## src/rtl/dram_access_sequencer.sv

```systemverilog
// Arbitrates CPU, video and refresh access to one multiplexed-address DRAM bank and sequences RAS/CAS/WE.
// Optional refresh engine guarded by DRAM_ACCESS_SEQUENCER_REFRESH_EN.
module dram_access_sequencer #(
   parameter int ROW_W            = 7,
   parameter int DATA_W           = 8,
   parameter int REFRESH_INTERVAL = 64
) (
   input  logic                clk,
   input  logic                clr_n,
   input  logic                cpu_req,
   input  logic                cpu_we,
   input  logic [2*ROW_W-1:0]  cpu_addr,
   output logic                cpu_ack,
   input  logic                vid_req,
   input  logic [2*ROW_W-1:0]  vid_addr,
   output logic                vid_ack,
   input  logic [DATA_W-1:0]   dram_dq_in,
   output logic [DATA_W-1:0]   rd_data,
   output logic [ROW_W-1:0]    ma,
   output logic                mux_sel,
   output logic                ras_n,
   output logic                cas_n,
   output logic                we_n,
   output logic [1:0]          owner
);

   typedef enum logic [3:0] {
      S_IDLE, S_ROW, S_RAS, S_COL, S_CAS, S_PRE, S_RROW, S_RRAS, S_RHOLD
   } state_t;

   localparam logic [1:0] OWN_NONE = 2'd0;
   localparam logic [1:0] OWN_CPU  = 2'd1;
   localparam logic [1:0] OWN_VID  = 2'd2;
   localparam logic [1:0] OWN_REF  = 2'd3;

   state_t               state, state_nx;
   logic [ROW_W-1:0]     ma_nx;
   logic                 mux_sel_nx, ras_n_nx, cas_n_nx, we_n_nx;
   logic                 cpu_ack_nx, vid_ack_nx;
   logic [1:0]           owner_nx;
   logic [DATA_W-1:0]    rd_data_nx;
   logic [2*ROW_W-1:0]   lat_addr, lat_addr_nx;
   logic                 lat_we, lat_we_nx;
   logic                 refresh_req;

`ifdef DRAM_ACCESS_SEQUENCER_REFRESH_EN
   localparam int TW = $clog2(REFRESH_INTERVAL);

   logic [TW-1:0]    timer;
   logic [ROW_W-1:0] ref_row;
   logic             pending, pending_nx;
   logic             tc, grant_ref, refresh_done;

   assign tc           = (timer == TW'(REFRESH_INTERVAL - 1));
   // Terminal count is treated as a request in its own cycle so an idle bank refreshes without delay.
   assign refresh_req  = pending | tc;
   assign grant_ref    = (state == S_IDLE) && refresh_req;
   assign refresh_done = (state == S_RHOLD);

   always_comb begin
      pending_nx = pending | (tc & ~grant_ref);
      if (refresh_done)
         pending_nx = tc;
   end

   always_ff @(posedge clk or negedge clr_n) begin
      if (!clr_n) begin
         timer   <= '0;
         ref_row <= '0;
         pending <= 1'b0;
      end else begin
         timer   <= tc ? '0 : timer + 1'b1;
         pending <= pending_nx;
         if (refresh_done)
            ref_row <= ref_row + 1'b1;
      end
   end
`else
   assign refresh_req = 1'b0;
`endif

   always_comb begin
      state_nx    = state;
      ma_nx       = ma;
      mux_sel_nx  = mux_sel;
      ras_n_nx    = ras_n;
      cas_n_nx    = cas_n;
      we_n_nx     = we_n;
      owner_nx    = owner;
      cpu_ack_nx  = 1'b0;
      vid_ack_nx  = 1'b0;
      rd_data_nx  = rd_data;
      lat_addr_nx = lat_addr;
      lat_we_nx   = lat_we;
      case (state)
         S_IDLE: begin
            if (refresh_req) begin
`ifdef DRAM_ACCESS_SEQUENCER_REFRESH_EN
               state_nx   = S_RROW;
               ma_nx      = ref_row;
               mux_sel_nx = 1'b0;
               owner_nx   = OWN_REF;
`endif
            end else if (vid_req) begin
               state_nx    = S_ROW;
               lat_addr_nx = vid_addr;
               lat_we_nx   = 1'b0;
               ma_nx       = vid_addr[ROW_W-1:0];
               mux_sel_nx  = 1'b0;
               owner_nx    = OWN_VID;
            end else if (cpu_req) begin
               state_nx    = S_ROW;
               lat_addr_nx = cpu_addr;
               lat_we_nx   = cpu_we;
               ma_nx       = cpu_addr[ROW_W-1:0];
               mux_sel_nx  = 1'b0;
               owner_nx    = OWN_CPU;
            end
         end
         S_ROW: begin
            state_nx = S_RAS;
            ras_n_nx = 1'b0;
         end
         S_RAS: begin
            state_nx   = S_COL;
            mux_sel_nx = 1'b1;
            ma_nx      = lat_addr[2*ROW_W-1:ROW_W];
            we_n_nx    = ~lat_we;
         end
         S_COL: begin
            state_nx = S_CAS;
            cas_n_nx = 1'b0;
         end
         S_CAS: begin
            state_nx   = S_PRE;
            ras_n_nx   = 1'b1;
            cas_n_nx   = 1'b1;
            we_n_nx    = 1'b1;
            mux_sel_nx = 1'b0;
            cpu_ack_nx = (owner == OWN_CPU);
            vid_ack_nx = (owner == OWN_VID);
            if (!lat_we)
               rd_data_nx = dram_dq_in;
         end
`ifdef DRAM_ACCESS_SEQUENCER_REFRESH_EN
         S_RROW: begin
            state_nx = S_RRAS;
            ras_n_nx = 1'b0;
         end
         S_RRAS: begin
            state_nx = S_RHOLD;
            ras_n_nx = 1'b0;
         end
         S_RHOLD: begin
            state_nx = S_PRE;
            ras_n_nx = 1'b1;
         end
`endif
         S_PRE: begin
            state_nx = S_IDLE;
            owner_nx = OWN_NONE;
         end
         default: begin
            state_nx = S_IDLE;
            ras_n_nx = 1'b1;
            cas_n_nx = 1'b1;
            we_n_nx  = 1'b1;
            owner_nx = OWN_NONE;
         end
      endcase
   end

   // Every output is the registered image of its next-state value, so the strobes are glitch-free.
   always_ff @(posedge clk or negedge clr_n) begin
      if (!clr_n) begin
         state    <= S_IDLE;
         ma       <= '0;
         mux_sel  <= 1'b0;
         ras_n    <= 1'b1;
         cas_n    <= 1'b1;
         we_n     <= 1'b1;
         owner    <= OWN_NONE;
         cpu_ack  <= 1'b0;
         vid_ack  <= 1'b0;
         rd_data  <= '0;
         lat_addr <= '0;
         lat_we   <= 1'b0;
      end else begin
         state    <= state_nx;
         ma       <= ma_nx;
         mux_sel  <= mux_sel_nx;
         ras_n    <= ras_n_nx;
         cas_n    <= cas_n_nx;
         we_n     <= we_n_nx;
         owner    <= owner_nx;
         cpu_ack  <= cpu_ack_nx;
         vid_ack  <= vid_ack_nx;
         rd_data  <= rd_data_nx;
         lat_addr <= lat_addr_nx;
         lat_we   <= lat_we_nx;
      end
   end

endmodule

```

## config.mk

```make
export PLATFORM = sky130hd
export DESIGN_NAME = dram_access_sequencer
export DESIGN_NICKNAME = d
export VERILOG_FILES = /design/src/rtl/dram_access_sequencer.sv
export SDC_FILE = /design/constraint.sdc
export NUM_CORES = 1
export LEC_CHECK = 0
export BUFFER_PORTS_ARGS = -buffer_cell sky130_fd_sc_hd__clkbuf_2
export CAP_MARGIN = 20
export CORE_ASPECT_RATIO = 1.75
export CORE_UTILIZATION = 50
export CTS_BUF_LIST = sky130_fd_sc_hd__clkbuf_16
export DETAILED_ROUTE_END_ITERATION = 12
export PLACE_DENSITY = 0.88
export SLEW_MARGIN = 10
export SYNTH_ARGS = -nofsm -noshare
export SYNTH_HDL_FRONTEND = slang
export SYNTH_SLANG_ARGS = --single-unit
```

## constraint.sdc

```tcl
create_clock -name clk -period 3.1 [get_ports clk]
set_input_delay 0.62 -clock clk [delete_from_list [all_inputs] [get_ports clk]]
set_output_delay 0.62 -clock clk [all_outputs]
set_load 0.01 [all_outputs]
```

==> results.sh <==
export IMPL_outcome="finished clean"
export IMPL_slew_violations=0
export IMPL_antenna_found_initial=0
export IMPL_drc=0
export IMPL_hold_path_class="input pin to asynchronous set/reset pin"
export IMPL_synth_seq_area_share=0.519
export IMPL_synth_enable_flop_cells=0
export IMPL_synth_seq_cells=34
export IMPL_pin_count=64
export IMPL_clock_latency_ns=0.28
export IMPL_met2_length_mm=1.83
export IMPL_synth_simple_gate_area_frac=0.139
export IMPL_yosysTopAreaCell="dfrtp_1"
export IMPL_layoutNonFillerInstCount=234
export IMPL_cts_resized=0
export IMPL_p_per_area_nw_per_um2=997
export IMPL_final_common_cell="clkbuf_2"
export IMPL_async_flop_share=1.00
export IMPL_setup_viol=0
export IMPL_ys_types=35
export IMPL_dieArea_um2=3540
export IMPL_cts_buffers=5
export IMPL_period_share=0.667
export IMPL_fmaxAchievable_mhz=483
export IMPL_topRoutingLayerUsed="met4"
export IMPL_vdd_drop_max_v=0.000697
export IMPL_worst_pin_slew_ns=0.861
export IMPL_routed_wl_met3_um=193
export IMPL_crit_type="flop to flop"
export IMPL_reg2reg_depth=3
export IMPL_via_per_inst=5.38
export IMPL_ys_flop_type="dfrtp_1"
export IMPL_grt_pass1_wl_mm=5.57
export IMPL_cp_max_fo=23
export IMPL_die_w_um=45.4
export IMPL_vias=1260
export IMPL_die_h_um=77.9
export IMPL_final_cell_mix="clkbuf_2, dfrtp_1, mux2_2"
export IMPL_routedWlPerCell_um=14.7
export IMPL_cts_sinks=34
export IMPL_netlist_area_um2=1650
export IMPL_drt_iter0_markers=32
export IMPL_drive_gt1_frac=0.524
export IMPL_fillerInstances=252
export IMPL_cp_required_ns=3.26
export IMPL_postRouteAntennaNets=0
export IMPL_cap_violations=0
export IMPL_synthAdderAreaFrac=0.00608
export IMPL_end_kind="flop"
export IMPL_synth_avg_cell_area_um2=12.8
export IMPL_place_congestion=0.794
export IMPL_wirelength_mm=3.45
export IMPL_fin_nets=231
export IMPL_synthTopCellsByArea="dfrtp_1, mux2_2, mux2i_1, dfstp_2, a221o_1"
export IMPL_wl_met1_mm=1.32
export IMPL_initial_utilization=0.524
export IMPL_grt_max_degree=35
export IMPL_io_buffer_count=63
export IMPL_cts_tree="built"
export IMPL_cts_hold_buffers=0
export IMPL_syn_nets=170
export IMPL_rsz0062_at_grt="false"
export IMPL_rows=27
export IMPL_synth_xor_area_frac=0
export IMPL_placed_cells_incl_taps=226
export IMPL_slew_headroom=0.423
export IMPL_cts_setup_buffers=0
export IMPL_dp_final_hpwl_mm=2.62
export IMPL_n_antenna_cell=0
export IMPL_h_tree_depth=2
export IMPL_min_period_ns=2.07
export IMPL_cts_root_buf="clkbuf_16"
export IMPL_syn2layout_area_growth_pct=27.2
export IMPL_core_area_um2=3140
export IMPL_synth_top_family_by_area="multiplexers"
export IMPL_yosys_area_top_type_share=0.471
export IMPL_grt_overflow=0
export IMPL_first_pass_iters=4
export IMPL_netlist_instances=129
export IMPL_cts_path_max_buffers=2
export IMPL_muxShareOfSynthArea=0.206
export IMPL_grt_pass1_vias=1237
export IMPL_worstPathArrival_ns=2.23
export IMPL_synth_compound_area_share=0.0874
export IMPL_finalHoldViolCount=0
export IMPL_clk_pin_slew_worst_paths_ns=0.05
export IMPL_total_leakage_power_nw=1.01
export IMPL_worstSetupStartpointType="flop"
export IMPL_finalClockSkew_ns=0.00304
export IMPL_yosys_warnings=0
export IMPL_tns_ns=0
export IMPL_track_usage=0.223
-- cell families after synthesis --
logic type,count (synthesis)
flip-flops,34
multiplexers,31
AND/OR/NAND/NOR,33
AO/OA/AOI/OAI,18
adder cells (fa/ha/maj),1
buffers and inverters,12
-- Yosys cell counts (all sizes together) (2+ instances only) --
master   n
dfrtp   31
mux2    23
buf      8
mux2i    8
nor2b    8
nor4     8
a221o    7
nor2     5
a21oi    3
dfstp    3
inv      3
nor3b    3
nand2    2
nor3     2
-- state kept, by name, summed over array words and instances (netlist names), 2 cells and up --
name      count
ma            7
lat_addr      7
owner         2
state         3
rd_data       8
-- worst paths after layout --
kind | from | to | slack, ns
max | state[2]$_DFFE_PN0P_ | rd_data[0]$_DFFE_PN0P_ | 1.03
min | clr_n | rd_data[0]$_DFFE_PN0P_ | 0.42
max reg2reg | state[2]$_DFFE_PN0P_ | rd_data[0]$_DFFE_PN0P_ | 1.03
min reg2reg | rd_data[7]$_DFFE_PN0P_ | rd_data[7]$_DFFE_PN0P_ | 0.51
max in group asynchronous | clr_n | vid_ack$_DFF_PN0_ | 2.17
min in group clk | rd_data[7]$_DFFE_PN0P_ | rd_data[7]$_DFFE_PN0P_ | 0.51
-- metrics by stage --
step | cell area (µm²) | power [mW] | worst slack [ns] | hold WS (ns) | utilization
5_1_grt | 2090 | 2.22 | 0.861 | 0.496 | 0.667
6_report | 2090 | 2.09 | 1.03 | 0.420 | 0.667
2_1_floorplan | 1650 | 1.40 | 1.30 | 0.324 | -
3_5_place_dp | 1960 | 1.64 | 0.929 | 0.495 | 0.623
3_3_place_gp | 1960 | 1.58 | 1.01 | 0.475 | 0.623
4_1_cts | 2090 | 2.10 | 1.02 | 0.451 | 0.667
-- critical path, cell delays in order, from the launching register on --
cell,delay (ns)
dfrtp_1,0.81
or3b_2,0.61
nor2_8,0.18
mux2_2,0.35
-- power by group --
| group | leakage, nW | total (mW) | internal [mW] | switching [mW] |
|---|---|---|---|---|
| clock network | 0.0724 | 0.461 | 0.290 | 0.171 |
| registers | 0.411 | 0.849 | 0.667 | 0.182 |
| logic | 0.527 | 0.778 | 0.407 | 0.371 |
-- cell type report --
type                    instances  area, µm²  share of cell area
inverters                       3       11.3             0.00538
clock inverters                 3       12.5             0.00597
multi-input cells              83        722               0.345
repair buffers                 63        315               0.151
clock buffers                   5        125              0.0597
flip-flops and latches         34        855               0.408
well taps                      43       53.8              0.0257
-- per-layer routing --
metal / track usage / vias to the layer above
met5: 0 / -
met4: 0.152 / 0
met3: 0.0605 / 6
met1: 0.253 / 598
li1: - / 598
met2: 0.347 / 58
(Power assumes the default switching activity.)
